**src/rtl/conv3x3_stream_engine_if.sv**
```systemverilog
// conv3x3_stream_engine_if
//   Pixel-in and result-out streams of conv3x3_stream_engine.
//   Ports (signal, driven by):
//     valid_in  / pixel_in  : source  -> engine
//     ready_in              : engine  -> source
//     valid_out / dout      : engine  -> sink
//     ready_out             : sink    -> engine
//   Modports: master = the pixel source and result sink; slave = the engine.
//
// Handshake: a beat transfers on a rising clk edge where valid and ready are
// both 1. A producer that has raised valid holds valid and data stable until
// that edge. ready may depend combinationally on the other side's signals,
// but valid never depends on ready.
interface conv3x3_stream_engine_if #(
  parameter int DATA_W = 8
);
  logic              valid_in;
  logic              ready_in;
  logic [DATA_W-1:0] pixel_in;
  logic              valid_out;
  logic              ready_out;
  logic [DATA_W-1:0] dout;

  modport master (
    output valid_in, pixel_in, ready_out,
    input  ready_in, valid_out, dout
  );

  modport slave (
    input  valid_in, pixel_in, ready_out,
    output ready_in, valid_out, dout
  );
endinterface

```
**src/rtl/conv3x3_stream_engine.sv**
```systemverilog
// conv3x3_stream_engine
//   Streaming 3x3 convolution with loadable weights/bias, padding modes
//   none/zero/edge, optional stride 2, ReLU, arithmetic shift and requantise.
//   Optional build macro: CONV_STREAM_SAT_EN (clamp result to 0..2^(DATA_W-1)-1);
//   without it the low DATA_W bits of the shifted value are kept.
// Ports:
//   clk, rst_n          clock, synchronous active-low reset
//   cfg_we/addr/data    weight (addr 0-8, raster order) and bias (addr 9) writes, idle only
//   img_width/height    frame size, latched on accepted start
//   padding_mode        00 none, 01 zero, 10 edge, 11 illegal
//   stride2, shift_amt  output decimation and post-ReLU shift, latched on start
//   start               begin a frame (accepted only in IDLE)
//   s                   pixel-in / result-out streams (slave modport)
//   busy, frame_done    FSM not idle; pulse after the last result is taken
//   cfg_err             pulse when start is rejected
//   dbg_state           current FSM state (IDLE=0, RUN=1, DRAIN=2, DONE=3)
module conv3x3_stream_engine #(
  parameter int DATA_W = 8,
  parameter int ACC_W  = 20,
  parameter int MAX_W  = 64
) (
  input  logic                clk,
  input  logic                rst_n,
  input  logic                cfg_we,
  input  logic [3:0]          cfg_addr,
  input  logic [DATA_W-1:0]   cfg_data,
  input  logic [7:0]          img_width,
  input  logic [7:0]          img_height,
  input  logic [1:0]          padding_mode,
  input  logic                stride2,
  input  logic [3:0]          shift_amt,
  input  logic                start,
  conv3x3_stream_engine_if.slave s,
  output logic                busy,
  output logic                frame_done,
  output logic                cfg_err,
  output logic [1:0]          dbg_state
);
  localparam int LB_AW = (MAX_W > 1) ? $clog2(MAX_W) : 1;
  localparam int PW    = 2 * DATA_W;
  localparam logic [8:0]       MAX_W9  = 9'(MAX_W);
  localparam logic [ACC_W-1:0] SAT_MAX = ACC_W'((1 << (DATA_W - 1)) - 1);

  typedef enum logic [1:0] {IDLE = 2'd0, RUN = 2'd1, DRAIN = 2'd2, DONE = 2'd3} state_t;
  state_t state_q, state_d;

  logic [7:0]                w_q, h_q, x_q, x_last;
  logic [8:0]                y_q;
  logic [1:0]                mode_q;
  logic                      stride_q;
  logic [3:0]                shift_q;
  logic signed [DATA_W-1:0]  wgt [9];
  logic signed [ACC_W-1:0]   bias_q;
  logic [DATA_W-1:0]         lb0 [MAX_W];  // row y-1
  logic [DATA_W-1:0]         lb1 [MAX_W];  // row y-2
  logic signed [DATA_W-1:0]  win  [3][3];  // [column][row], column 0 = left, row 0 = top
  logic signed [DATA_W-1:0]  nwin [3][3];
  logic signed [DATA_W-1:0]  col_v [3];
  logic                      s1_valid, valid_out_q, cfg_err_q;
  logic signed [PW-1:0]      prod [9];
  logic [DATA_W-1:0]         dout_q, q;
  logic signed [ACC_W-1:0]   acc;
  logic [ACC_W-1:0]          relu, shifted;
  logic                      legal, pad, zero_pad, stall, is_insert, gen_done;
  logic                      ready_in, accept, step, emit, last_pixel, r_even, c_even, in_range;
  logic [LB_AW-1:0]          lb_idx;
  logic [DATA_W-1:0]         mid, top, bot;

  assign legal = ({1'b0, img_width} >= 9'd3) && ({1'b0, img_width} <= MAX_W9) &&
                 (img_height >= 8'd3) && (padding_mode != 2'b11);
  assign pad        = (mode_q == 2'b01) || (mode_q == 2'b10);
  assign zero_pad   = (mode_q == 2'b01);
  assign stall      = valid_out_q && !s.ready_out;
  // Padded frames get one generated column (x == W) after every row.
  assign is_insert  = pad && (x_q == w_q);
  // Padded frames also generate a bottom row y == H before finishing.
  assign gen_done   = pad ? (y_q == ({1'b0, h_q} + 9'd1)) : (y_q == {1'b0, h_q});
  assign x_last     = pad ? w_q : (w_q - 8'd1);
  assign last_pixel = (x_q == (w_q - 8'd1)) && (y_q == ({1'b0, h_q} - 9'd1));
  assign ready_in   = (state_q == RUN) && !is_insert && !stall;
  assign accept     = ready_in && s.valid_in;
  assign step       = !stall && (((state_q == RUN) && (is_insert || s.valid_in)) ||
                                 ((state_q == DRAIN) && !gen_done));
  assign lb_idx     = x_q[LB_AW-1:0];

  // New window column for sample (y, x): rows y-2, y-1, y with top/bottom padding.
  always_comb begin
    mid = lb0[lb_idx];
    top = lb1[lb_idx];
    bot = s.pixel_in;
    if (pad && (y_q == 9'd1))
      top = zero_pad ? '0 : mid;
    if (pad && (y_q == {1'b0, h_q}))
      bot = zero_pad ? '0 : mid;
  end

  always_comb begin
    for (int r = 0; r < 3; r++) begin
      nwin[0][r] = win[1][r];
      nwin[1][r] = win[2][r];
      nwin[2][r] = '0;
      col_v[r]   = '0;
    end
    col_v[0] = top;
    col_v[1] = mid;
    col_v[2] = bot;
    // Right padding column: zero, or a copy of the last real column.
    if (is_insert)
      for (int r = 0; r < 3; r++) col_v[r] = zero_pad ? '0 : win[2][r];
    for (int r = 0; r < 3; r++) nwin[2][r] = col_v[r];
    // Left padding column is planted when a row starts, replacing stale data.
    if (pad && (x_q == 8'd0))
      for (int r = 0; r < 3; r++) nwin[1][r] = zero_pad ? '0 : col_v[r];
  end

  // Sample (y, x) completes the window centred on output (y-1, x-1) when padded,
  // or on output (y-2, x-2) unpadded; subtracting 2 keeps parity.
  assign r_even   = pad ? y_q[0] : ~y_q[0];
  assign c_even   = pad ? x_q[0] : ~x_q[0];
  assign in_range = pad ? ((y_q >= 9'd1) && (x_q >= 8'd1)) : ((y_q >= 9'd2) && (x_q >= 8'd2));
  assign emit     = step && in_range && (!stride_q || (r_even && c_even));

  always_comb begin
    acc = bias_q;
    for (int k = 0; k < 9; k++) acc = acc + ACC_W'(prod[k]);
    relu    = acc[ACC_W-1] ? '0 : acc;
    shifted = relu >> shift_q;
`ifdef CONV_STREAM_SAT_EN
    q = (shifted > SAT_MAX) ? SAT_MAX[DATA_W-1:0] : shifted[DATA_W-1:0];
`else
    q = shifted[DATA_W-1:0];
`endif
  end

  always_ff @(posedge clk) begin
    if (!rst_n) state_q <= IDLE;
    else        state_q <= state_d;
  end

  always_comb begin
    state_d = state_q;
    case (state_q)
      IDLE:    if (start && legal) state_d = RUN;
      RUN:     if (accept && last_pixel) state_d = DRAIN;
      DRAIN:   if (gen_done && !s1_valid && !valid_out_q) state_d = DONE;
      default: state_d = IDLE;
    endcase
  end

  always_ff @(posedge clk) begin
    if (!rst_n) begin
      for (int k = 0; k < 9; k++) wgt[k] <= '0;
      bias_q <= '0;
    end else if (cfg_we && (state_q == IDLE)) begin
      if (cfg_addr < 4'd9) wgt[cfg_addr] <= cfg_data;
      else if (cfg_addr == 4'd9) bias_q <= ACC_W'($signed(cfg_data));
    end
  end

  always_ff @(posedge clk) begin
    if (accept) begin
      lb1[lb_idx] <= lb0[lb_idx];
      lb0[lb_idx] <= s.pixel_in;
    end
  end

  always_ff @(posedge clk) begin
    if (!rst_n) begin
      {w_q, h_q, mode_q, stride_q, shift_q} <= '0;
      x_q <= '0;
      y_q <= '0;
      for (int c = 0; c < 3; c++)
        for (int r = 0; r < 3; r++) win[c][r] <= '0;
      for (int k = 0; k < 9; k++) prod[k] <= '0;
      s1_valid    <= 1'b0;
      valid_out_q <= 1'b0;
      dout_q      <= '0;
      cfg_err_q   <= 1'b0;
    end else begin
      cfg_err_q <= (state_q == IDLE) && start && !legal;
      if ((state_q == IDLE) && start && legal) begin
        w_q <= img_width;  h_q <= img_height;  mode_q <= padding_mode;
        stride_q <= stride2;  shift_q <= shift_amt;
        x_q <= '0;  y_q <= '0;
      end
      if (step) begin
        win <= nwin;
        if (x_q == x_last) begin
          x_q <= '0;
          y_q <= y_q + 9'd1;
        end else begin
          x_q <= x_q + 8'd1;
        end
      end
      if (!stall) begin
        s1_valid <= emit;
        for (int k = 0; k < 9; k++) prod[k] <= PW'(wgt[k]) * PW'(nwin[k % 3][k / 3]);
        valid_out_q <= s1_valid;
        dout_q      <= q;
      end
    end
  end

  assign s.ready_in  = ready_in;
  assign s.valid_out = valid_out_q;
  assign s.dout      = dout_q;
  assign busy        = (state_q != IDLE);
  assign frame_done  = (state_q == DONE);
  assign cfg_err     = cfg_err_q;
  assign dbg_state   = state_q;
endmodule

```
**src/flat_wrapper.sv**
```systemverilog
// flat-port wrapper written by rule: the top's interface ports become plain ports
module conv3x3_stream_engine_flat 
#(
  parameter int DATA_W = 8,
  parameter int ACC_W  = 20,
  parameter int MAX_W  = 64
)
  (clk, rst_n, cfg_we, cfg_addr, cfg_data, img_width, img_height, padding_mode, stride2, shift_amt, start, busy, frame_done, cfg_err, dbg_state, s_valid_in, s_pixel_in, s_ready_out, s_ready_in, s_valid_out, s_dout);
  conv3x3_stream_engine_if #(.DATA_W(DATA_W)) s_i ();
  input  logic clk;
  input  logic rst_n;
  input  logic cfg_we;
  input  logic [3:0] cfg_addr;
  input  logic [DATA_W-1:0] cfg_data;
  input  logic [7:0] img_width;
  input  logic [7:0] img_height;
  input  logic [1:0] padding_mode;
  input  logic stride2;
  input  logic [3:0] shift_amt;
  input  logic start;
  output logic busy;
  output logic frame_done;
  output logic cfg_err;
  output logic [1:0] dbg_state;
  input wire logic [$bits(s_i.valid_in)-1:0] s_valid_in;
  input wire logic [$bits(s_i.pixel_in)-1:0] s_pixel_in;
  input wire logic [$bits(s_i.ready_out)-1:0] s_ready_out;
  output wire logic [$bits(s_i.ready_in)-1:0] s_ready_in;
  output wire logic [$bits(s_i.valid_out)-1:0] s_valid_out;
  output wire logic [$bits(s_i.dout)-1:0] s_dout;
  assign s_i.valid_in = s_valid_in;
  assign s_i.pixel_in = s_pixel_in;
  assign s_i.ready_out = s_ready_out;
  assign s_ready_in = s_i.ready_in;
  assign s_valid_out = s_i.valid_out;
  assign s_dout = s_i.dout;
  conv3x3_stream_engine #(.DATA_W(DATA_W), .ACC_W(ACC_W), .MAX_W(MAX_W)) u_core (.clk(clk), .rst_n(rst_n), .cfg_we(cfg_we), .cfg_addr(cfg_addr), .cfg_data(cfg_data), .img_width(img_width), .img_height(img_height), .padding_mode(padding_mode), .stride2(stride2), .shift_amt(shift_amt), .start(start), .s(s_i), .busy(busy), .frame_done(frame_done), .cfg_err(cfg_err), .dbg_state(dbg_state));
endmodule
```
**config.mk**
```make
export PLATFORM = sky130hd
export DESIGN_NAME = conv3x3_stream_engine_flat
export DESIGN_NICKNAME = d
export VERILOG_FILES = /design/src/rtl/conv3x3_stream_engine_if.sv /design/src/rtl/conv3x3_stream_engine.sv /design/src/flat_wrapper.sv
export SDC_FILE = /design/constraint.sdc
export NUM_CORES = 2
export LEC_CHECK = 0
export CORE_MARGIN = 5
export CORE_UTILIZATION = 35
export CTS_CLUSTER_DIAMETER = 120
export DETAILED_ROUTE_END_ITERATION = 7
export PLACE_DENSITY_LB_ADDON = 0.08
export REMOVE_ABC_BUFFERS = 1
export SLEW_MARGIN = 20
export SYNTH_ARGS = -nofsm -noshare
export SYNTH_HDL_FRONTEND = slang
export SYNTH_SLANG_ARGS = --single-unit
```
**constraint.sdc**
```tcl
create_clock -name clk -period 15.2 [get_ports clk]
set_input_delay 3.8 -clock clk [delete_from_list [all_inputs] [get_ports clk]]
set_output_delay 3.8 -clock clk [all_outputs]
set_load 0.05 [all_outputs]
```
# Yosys cells after proc, flatten, opt, wreduce, memory -nomap -nowiden
# Memories as Yosys holds them, arrays and structs flattened. A register that Yosys moved wholly into a read port is not among the register bits.
# Cells that the tools add are included.
[totals]
input_bits = 49
register_bits = 109
ram_bits = 1240
out_inout_bits = 15
elab_cells = 184
memories = 4
[memory_table]
columns = ["name", "words", "word_bits", "read_ports", "rd_clocked_by_memory_dff", "write_ports", "line", "source"]
rows = [
  ["u_core.lb0", 64, 8, 1, 1, 1, "conv3x3_stream_engine.sv:54", "logic [DATA_W-1:0] lb0 [MAX_W];"],
  ["u_core.lb1", 64, 8, 1, 1, 1, "conv3x3_stream_engine.sv:55", "logic [DATA_W-1:0] lb1 [MAX_W];"],
  ["u_core.prod", 9, 16, 9, 0, 9, "conv3x3_stream_engine.sv:60", "logic signed [PW-1:0] prod [9];"],
  ["u_core.wgt", 9, 8, 9, 0, 9, "conv3x3_stream_engine.sv:52", "logic signed [DATA_W-1:0] wgt [9];"],
]
[op_classes]
n_eq_ne = 17
mul = 9
n_reduce_logical = 47
n_addsub = 14
n_bitwise = 12
order_cmp = 8
muxes = 53
shifts = 1
[op_table]
columns = ["operator", "count"]
rows = [
  ["8-bit by 8-bit multiplier with 16-bit output", 9],
  ["16-bit two-way mux", 9],
  ["20-bit by 16-bit adder with 20-bit output", 7],
  ["8-bit two-way mux", 14],
  ["24-bit two-way mux", 2],
  ["1-bit logical AND", 28],
  ["9-bit two-way mux", 3],
  ["8-bit == test", 3],
  ["8-bit by 2-bit >= comparator with 1-bit output, second input constant", 3],
  ["6-bit two-way mux", 4],
  ["20-bit by 4-bit right shift with 8-bit output", 1],
  ["19-bit two-way mux", 1],
  ["17-bit by 16-bit adder with 18-bit output", 1],
  ["9-bit == test", 2],
  ["8-bit by 16-bit adder with 17-bit output", 1],
  ["1-bit two-way mux", 15],
  ["8-bit by 1-bit adder with 9-bit output, second input constant", 1],
  ["9-bit by 1-bit adder with 9-bit output, second input constant", 1],
  ["9-bit by 1-bit == test with 1-bit output, second input constant", 1],
  ["9-bit by 8-bit == test with 1-bit output", 1],
  ["9-bit by 1-bit >= comparator with 1-bit output, second input constant", 1],
  ["9-bit by 2-bit >= comparator with 1-bit output, second input constant", 1],
  ["1-bit OR", 9],
  ["8-bit by 1-bit subtractor with 9-bit output, second input constant", 1],
  ["other kinds (21)", 42],
]

# Longest topological paths before layout
# An unclocked memory read counts as a cell.
[logic_depth]
word_depth = 12
mapped_depth = 31
ltp_nobuf = 30

# Worst setup path before layout
# OpenSTA, ideal clock, no wires.
[synth_timing]
kind = "register to register"
from = "register with a tool-made name"
to = "memory u_core.prod[0][31] (netlist name) (data pin)"
setup_ns = 0.266
path_slack_ns = 6.467
path_buffers = 3
t_required_ns = 14.934
stages_incl_launch_ff = 24
synth_period_minus_slack_ns = 8.733
arrival_time_ns = 8.467
cell_sequence = "dfxtp_1 buf_4 clkbuf_1 buf_2 mux4_2 a21oi_1 a31oi_1 a211oi_2 o31ai_1 nand2_1 fa_1 inv_1 fa_1 inv_1 fa_1 fa_1 inv_1 ha_1 and3_1 a21oi_1 o21ai_0 o41ai_1 xnor2_1 nor2_1"
[synth_rtl]
columns = ["item", "line"]
rows = [
  ["to (decl)", "conv3x3_stream_engine.sv:60"],
]

==> impl_results.md <==
* Status: complete, no violations
* Syn Area/Cell at between 10 and 15 um^2
* Max_slew headroom at 0.2194
* Layout Skew at 50.89 ps
* Multi-input gate area at ~0.037 mm^2
* Clk sinks at roughly 1,400
* Dominant synthesized flop cell: edfxtp_1
* Post-CTS resize count at 0
* Remaining antenna violation count at 0
* Syn Inst Count at between 5,000 and 6,000
* Seq pwr share at 0.253
* DRT iter0 DRCs at ~2,800
* Htree depth at 4
* Number of CTS-inserted buffers at 154
* All-layer global routing usage at 0.1907
* P_leak at around 34 nW
* CTS tree: yes
* Min cycle time layout at 9292 ps
* Crit end category: register
* EDFF count, synth at approximately 1,200
* Switching share of total power at 0.4194
* Logic pwr share at 0.544
* Worst vdd ir at 0.4222 mV
* # rows at 175
* Reg clk slew, reported paths at approximately 60 ps
* Global-route wire length before repair at around 340,000 um
* Post-DP HPWL at 160,400 um
* Hold Fails Final Rpt at 0
* Final Max Slew Viols at 0
* Switch Pwr at slightly below 0.008 W
* Grt total ovfl at 0
* Placed insts at approximately 8,900
* Pwr Density at about 210 mW/mm^2
* Area growth syn-to-layout at 12.41%
* # setup viols final at 0
* Placement Setup Slack at between 5000 and 6000 ps
* Number of global-route vias before repair at 48,685
* DRC at 0
* Chip height at just under 500 um
* Hold_sp: u_core.s.dout[1]
* Setup crit start kind: register
* Yosys warning total at 0
* Cell-internal power at 0.01073 W
* Yosys cell types at 83
* Number of fill cells at 21,459
* Pwr Total at roughly 0.018 W
* Initial core utilization at 0.3520
* Port Buf Inserts at 63
* # Max-Cap Violations at 0
* Setup TNS at 0 ps
* PnR worst setup slack at about 5900 ps
* Fmax at approximately 110 MHz
* CTS root buffer: clkbuf_16
* Share of layout cells above drive strength 1 at 0.1279
* Routability congestion estimate from global placement at around 0.80
* Hold_buf cts at 0
* Critical Path RT at 15,720 ps
* Post-route insts no fill at just over 9,000
* Top Ports at 64
* Core ar. at between 0.2 and 0.25 mm^2
* Clock power share at 0.203
* Post-synthesis register bit count at about 1,400
* Final Net Count at approximately 7,000
* Seq/Total Area, Yosys at 0.4933
* Final WL at 225,400 um
* Die Width at between 400 and 500 um
* Die area at ~0.24 mm^2
* Worst EP arrival at roughly 10000 ps
* CP Max Fanout at 78
* RSZ-0062 raised after global routing: false
* Fin crit share at 0.6113
* Synth Cell Area at ~0.08 mm^2
* Antenna violations before repair at 11
* Fraction of registers with async set/reset at 0
* Post-CTS Setup Bufs at 0
* Worst-Skew Late Latency at roughly 810 ps
* Final Hold Slack at 479.8 ps
* DR WL/cell at 24.55 um
* Largest net degree at the start of global routing at 79
* CTS Buffer Depth at 3
* Vias/cell at about 5
* Critical path class: reg2reg
* DR vias at about 46,000
* Hold Crit Class: reg2reg
* Register area at ~0.040 mm^2
* Detailed Routing Iterations Pass 1 at 8
* Worst Tran Pin Value at approximately 1200 ps
-- registers in the layout (all words and copies together) (netlist names), 2 cells and up, named ones only --
signal and cells:
u_core.s.dout 8, u_core.y_q 9, u_core.lb1 512, u_core.prod 144, u_core.shift_q 4, u_core.nwin 24, u_core.wgt 72, u_core.x_q 8
u_core.mode_q 2, u_core.dbg_state 2, u_core.bias_q 8, u_core.w_q 8, u_core.win 24, u_core.h_q 8, u_core.lb0 512
-- layout make-up --
type                    count  share of cell area
repair buffers            208             0.01917
diodes                      9           0.0002500
flip-flops and latches   1355              0.4391
clock inverters            83             0.01165
multi-input cells        3481              0.4077
well taps                3009             0.04179
clock buffers             199             0.04546
inverters                 837             0.03493
-- path summary, 6_finish.rpt --
path,end,slack [ps],depth (start not counted)
setup / recovery,u_core.prod[0][30],5910,27
hold reg to reg,u_core.s.dout[1],480,2
setup reg to reg,u_core.prod[0][30],5910,27
hold / removal,u_core.s.dout[1],480,2
-- worst max-delay path, stage by stage (launching register included) --
cell,delay (ps)
dfxtp_4,680
buf_12,390
buf_12,490
mux4_2,410
mux4_2,520
o22ai_1,710
a31oi_4,100
buf_4,410
a211oi_2,720
o31ai_1,210
buf_4,230
and2_1,180
fa_1,450
fa_1,490
inv_1,50
fa_1,490
fa_1,480
inv_1,40
ha_1,300
nor2b_1,160
o21ai_0,220
a21oi_1,130
o21ai_0,210
a21oi_1,120
o21ai_0,210
a21oi_1,110
nor3_1,180
nor3b_1,70
-- cell usage after synthesis, types with 9 or more instances --
cell	instances	share of area
buf_2	28	0.0017
a21oi_1	111	0.0069
nor4_1	12	0.00094
nand2_1	281	0.013
fa_1	621	0.16
buf_1	16	0.00075
nor2b_1	82	0.0064
nand2b_1	99	0.0077
a31oi_1	15	0.0012
a22o_1	11	0.0012
mux2i_1	59	0.0074
dfxtp_1	115	0.029
o21bai_1	13	0.0012
clkbuf_1	120	0.0056
nor2_1	322	0.015
a221o_1	9	0.0011
and2_1	335	0.026
ha_1	308	0.048
mux2_2	38	0.0053
o21a_1	11	0.0010
inv_1	834	0.039
buf_4	15	0.0014
o41ai_1	9	0.00098
a21o_1	61	0.0057
xor2_1	40	0.0044
xnor2_1	126	0.014
nand4_1	10	0.00078
a211oi_1	25	0.0023
a21boi_0	11	0.0010
o21ai_0	142	0.0089
or2_2	18	0.0014
edfxtp_1	1240	0.46
o211ai_1	20	0.0019
a22oi_1	34	0.0032
or3_1	13	0.0010
nand3b_1	9	0.00084
mux4_2	303	0.085
nor3b_1	13	0.0012
nand3_1	52	0.0032
o221ai_1	11	0.0012
nor3_1	86	0.0054
and3_1	79	0.0062
-- cells in the final DEF, fill, tap and decap left out, drive strengths merged, types with 61 or more instances in the layout --
cell	instances
nand2b	99
and2	335
a21oi	115
nand2	281
nor2b	82
and3	79
edfxtp	1240
inv	840
nor3	87
mux4	303
buf	154
clkbuf	199
nor2	322
a21o	61
ha	308
fa	621
xnor2	126
dfxtp	115
o21ai	158
-- per-stage QoR --
stage,util,cell area (um^2)
global route,0.3955,90070
floorplan,-,79300
CTS,0.3955,90060
global placement,0.3728,84900
detailed placement,0.3729,84910
finish,0.3956,90090
-- power groups by stage --
stage	logic, W	registers, W	clock network (W)
final	0.0101	0.00467	0.00376
after global routing	0.0114	0.00470	0.00403
after CTS	0.0102	0.00468	0.00388
after detailed placement	0.0101	0.00476	0
after global placement	0.0101	0.00476	0
after floorplan	0.00751	0.00474	0
-- cell families (layout without fill, tap and decap cells) --
group,count (synthesis),in the layout,share of synthesized area
simple gates,1433,1433,0.09220
fa+ha+maj,929,929,0.2032
mux,400,400,0.09785
compound gates,553,553,0.04547
xor+xnor,166,166,0.01814
flops,1355,1355,0.4933
buf+inv,1024,1327,0.04985
other cells,0,9,0
-- layer usage --
metal	up-vias	global-route usage	wire [um]
met3	211	0.02384	7465
met2	759	0.3282	111600
met4	0	0.03963	4476
li1	20903	-	-
met5	-	0	0
met1	23924	0.2601	101900
(Power assumes the default switching activity.)
